File: src/rtl/mux_arbiter.sv
// Two-requester arbiter driving a shared channel: round-robin on ties,
// bursts capped at MAX_BURST accepted beats while the other side waits.
module mux_arbiter #(
  parameter int DATA_W    = 8,
  parameter int MAX_BURST = 4
) (
  input  logic              clk,
  input  logic              rst,
  input  logic              req1,
  input  logic              req2,
  input  logic [DATA_W-1:0] IN1,
  input  logic [DATA_W-1:0] IN2,
  input  logic              out_ready,
  output logic              gnt1,
  output logic              gnt2,
  output logic              sel,
  output logic [DATA_W-1:0] out,
  output logic              out_valid,
  output logic              ack1,
  output logic              ack2
);

  typedef enum logic [1:0] {
    IDLE = 2'd0,
    GNT1 = 2'd1,
    GNT2 = 2'd2
  } state_t;

  localparam logic [7:0] BURST_LAST = 8'(MAX_BURST - 1);

  state_t     state, state_nxt;
  logic [7:0] cnt, cnt_nxt;
  // 0: requester 1 served last, 1: requester 2 served last
  logic       last_served, last_nxt;
  logic       beat;

  assign gnt1      = (state == GNT1);
  assign gnt2      = (state == GNT2);
  assign sel       = gnt2;
  assign out       = sel ? IN2 : IN1;
  assign out_valid = (gnt1 & req1) | (gnt2 & req2);
  assign beat      = out_valid & out_ready;
  assign ack1      = beat & gnt1;
  assign ack2      = beat & gnt2;

  always_ff @(posedge clk) begin
    if (rst) begin
      state       <= IDLE;
      cnt         <= 8'd0;
      last_served <= 1'b1;
    end else begin
      state       <= state_nxt;
      cnt         <= cnt_nxt;
      last_served <= last_nxt;
    end
  end

  always_comb begin
    state_nxt = state;
    cnt_nxt   = cnt;
    last_nxt  = last_served;
    case (state)
      IDLE: begin
        if (req1 && (!req2 || last_served)) begin
          state_nxt = GNT1;
          cnt_nxt   = 8'd0;
          last_nxt  = 1'b0;
        end else if (req2) begin
          state_nxt = GNT2;
          cnt_nxt   = 8'd0;
          last_nxt  = 1'b1;
        end
      end
      GNT1: begin
        // An owner drop takes priority; it also means no beat this cycle.
        if (!req1) begin
          cnt_nxt = 8'd0;
          if (req2) begin
            state_nxt = GNT2;
            last_nxt  = 1'b1;
          end else begin
            state_nxt = IDLE;
          end
        end else if (beat) begin
          if (cnt == BURST_LAST) begin
            cnt_nxt = 8'd0;
            if (req2) begin
              state_nxt = GNT2;
              last_nxt  = 1'b1;
            end
          end else begin
            cnt_nxt = cnt + 8'd1;
          end
        end
      end
      GNT2: begin
        if (!req2) begin
          cnt_nxt = 8'd0;
          if (req1) begin
            state_nxt = GNT1;
            last_nxt  = 1'b0;
          end else begin
            state_nxt = IDLE;
          end
        end else if (beat) begin
          if (cnt == BURST_LAST) begin
            cnt_nxt = 8'd0;
            if (req1) begin
              state_nxt = GNT1;
              last_nxt  = 1'b0;
            end
          end else begin
            cnt_nxt = cnt + 8'd1;
          end
        end
      end
      default: begin
        state_nxt = IDLE;
        cnt_nxt   = 8'd0;
      end
    endcase
  end

endmodule

File: config.mk
export PLATFORM = sky130hd
export DESIGN_NAME = mux_arbiter
export DESIGN_NICKNAME = d
export VERILOG_FILES = /design/src/rtl/mux_arbiter.sv
export SDC_FILE = /design/constraint.sdc
export NUM_CORES = 1
export LEC_CHECK = 0
export CORE_MARGIN = 1
export CORE_UTILIZATION = 33
export CTS_CLUSTER_DIAMETER = 120
export DETAILED_ROUTE_END_ITERATION = 16
export PLACE_DENSITY = 0.74
export SLEW_MARGIN = 20
export SYNTH_ARGS = -nofsm -noshare
export SYNTH_HDL_FRONTEND = slang
export SYNTH_SLANG_ARGS = --single-unit
File: constraint.sdc
create_clock -name clk -period 1.9 [get_ports clk]
set_input_delay 0.38 -clock clk [delete_from_list [all_inputs] [get_ports clk]]
set_output_delay 0.38 -clock clk [all_outputs]
set_load 0.05 [all_outputs]
==> summary.md <==
| Metric | Value |
|---|---|
| TritonCTS buffer count | 3 |
| Layout cells sized above 1 | between 30% and 40% |
| F_max | between 0.5 and 0.6 GHz |
| Htree depth | 1 |
| Netlist cell types | 40 |
| Crit end category | primary output |
| Vias per inst | ~5.6 |
| Worst hold path stage count | 2 |
| Total die area | 0.00302 sq mm |
| Seq/Total Area, Yosys | between 20% and 30% |
| Rel. slew slack | approximately 73% |
| Slowest cell on the critical path | dfxtp_4 |
| Worst R2R Setup Slack | approximately 70 ps |
| I/O pin count | 35 |
| Post-synth top flop | dfxtp_1 |
| Pint | about 1.0 mW |
| Setup skew after layout | ~7.9 ps |
| Post-Layout Cell Count | about 190 |
| CP max stage delay | around 390 ps |
| Worst setup startpoint | state[0] |
| Crit-path cells | inv_4 > ha_4 > a22oi_4 > clkinvlp_4 > and3_4 > buf_8 |
| Diode count | 0 |
| HPWL after detailed placement | about 2.1 mm |
| R2r endpoint | cnt[5] |
| Maxcap violations | 0 |
| Worst skew pair latency | about 280 ps |
| Sequential group share of total power | 16.5% |
| Status | finished, violations left |
| # setup viols final | 3 |
| Post-route DRC | 0 |
| Hold Crit Class | register to register |
| Final hold violations | 0 |
| Final worst-path cycle share | 103% |
| Synth Register Bits | 11 |
| Initial antenna violation count | 0 |
| DP Area | between 0.0015 and 0.002 sq mm |
| Post-synth EDFFs | 0 |
| Most frequent cells in the layout | buf_4 (21), clkdlybuf4s50_1 (19), nor2_1 (11), buf_12 (11), dfxtp_1 (9) |
| CTS tree | yes |
| Routed Antenna Nets | 0 |
| Number of port buffers | 34 |
| Top-area cell type share of the netlist area | 23.8% |
| CP Max Fanout | 4 |
| Area contributors post-synth | dfxtp_1 (24%), mux2_2 (9.7%), ha_1 (6.8%) |
| Final wirelength | 2.89 mm |
| Core area | ~0.0026 sq mm |
| Vias | about 1100 |
| Setup ws final | -50.9 ps |
| Max rail drop VDD | about 0.00068 V |
| Reg2reg start | state[0] |
| Die Y | approximately 55 microns |
| Root buffer cell | clkbuf_4 |
| Synth Warn # | 0 |
| Syn Inst Count | ~110 |
| Worst-Margin Slew | between 300 and 400 ps |
| Initial Utilization | 36.0% |
| Violated checks | negative setup slack |
| Design area | between 0.0015 and 0.002 sq mm |
| FFs w/ async S/R, synth | 0% |
| Routed wire length per instance | around 15 microns |
| Combinational power share | 74.1% |
| Pwr/cell area | 1120 mW/mm^2 |
| CP Data Required Time | 1520 ps |
| Post-Syn Nets | approximately 130 |
| Die width | approximately 55 microns |
| NetSw | a little over 0.8 mW |
| DR pass1 iterations | 4 |
| Leakage | 0.683 nW |
| Row cnt | 18 |
| Vias in the first global route | roughly 1000 |
| Commonest non-fill, non-tap cell in the layout | buf_4 |
| RSZ-0062 raised after global routing | yes |
| Final Core Density | between 60% and 70% |
| Gpl congestion | 0.903 |
| Critical Path End | ack2 |
| Startpoint types | register |
| Worst-path clk slew | around 90 ps |
| Crit Path Class | register to primary output |
| Clk sinks | 11 |
| Avg Synthesized Cell Area | 8.64 sq um |
| Critical Path AT | about 1600 ps |
| Largest net degree at the start of global routing | 11 |
| Total Routing Usage GR | between 20% and 30% |
| GR Overflow Total | 0 |
| Area Growth Syn to Fin | 79.6% |
| Tmin final | just under 2000 ps |
| Yosys top cell by area | dfxtp_1 |
| R2R cell count | 9 |
| First-pass GRT wire length | about 4.5 mm |
| CTS max path bufs | 2 |
| Sw frac | 44.3% |
| Clock Power Share | about a tenth |
| Violation count after the first detailed-routing iteration | 36 |
| Placed Cells | approximately 180 |
| Cts hold-fix bufs | 0 |
| Synth Cell Area | approximately 920 sq um |
| Layout Nets | 189 |
| Final slew viol count | 0 |
## per-layer routing
metal,up-vias,GRT usage (%),wire (microns)
met5,-,0,0
met4,0,6.25,43
met3,5,4.37,190
met2,57,41.6,1530
met1,504,22.3,1120
li1,505,-,-
## through the flow
step / hold slack [ps] / worst slack [ps] / power, mW / TNS, ps
4_1_cts: 546 / -49.7 / 1.79 / -135
3_3_place_gp: 512 / -111 / 1.49 / -656
2_1_floorplan: 484 / -117 / 1.02 / -234
6_report: 545 / -50.9 / 1.87 / -142
5_1_grt: 563 / -91.0 / 1.96 / -446
3_5_place_dp: 532 / -116 / 1.52 / -821
## registers in the layout, summed over array words and instances (netlist names)
signal       count
last_served      1
state            2
cnt              8
## cell usage after synthesis (3+ instances only)
library cell	count
inv_1	7
ha_1	5
nor2b_1	3
nand3_1	4
o21ai_0	7
nand2_1	4
dfxtp_1	11
a31oi_1	3
mux2_2	8
nor2_1	11
xnor2_1	3
nor3_1	5
## cells by family after synthesis
kind of cell	count (synthesis)	share of synthesized area [%]
flip-flops	11	23.8
buffers and inverters	11	6.49
XOR/XNOR	4	3.79
AO/OA/AOI/OAI	26	21.2
multiplexers	8	9.74
adder cells (fa/ha/maj)	5	6.77
AND/OR/NAND/NOR	42	28.1
## power by group through the flow
stage               sequential, mW  clock (mW)  combinational (mW)
floorplan                    0.309           0               0.715
detailed placement           0.317           0                1.20
CTS                          0.305       0.179                1.31
global route                 0.313       0.192                1.45
finish                       0.308       0.176                1.38
global placement             0.314           0                1.18
## how the worst min path moves through the flow
stage	end	start	slack, ps
after CTS	last_served	last_served	550
after global routing	cnt[1]	cnt[1]	560
after floorplan	last_served	last_served	480
after detailed placement	last_served	last_served	530
after global placement	last_served	last_served	510
final	last_served	last_served	550
## area by class of cell
class | count | area, sq um
Fill cell | 204 | 907
Multi-Input combinational cell | 85 | 714
Timing Repair Buffer | 55 | 622
Sequential cell | 11 | 228
Tap cell | 30 | 37.5
Inverter | 7 | 32.5
Clock buffer | 4 | 26.3
## what timing repair did
item,in CTS,in global routing
setup endpoints to repair,11,12
buffers inserted,4,3
gates resized for setup,9,10
pin swaps,2,1
## critical path, delay by kind of cell (launching register included)
family | cells | cell delay [ps]
compound gates | 1 | 210
fa+ha+maj | 1 | 170
buf+inv | 3 | 340
flops | 1 | 390
simple gates | 1 | 170
Note: power is estimated with default switching activity, not from simulation.
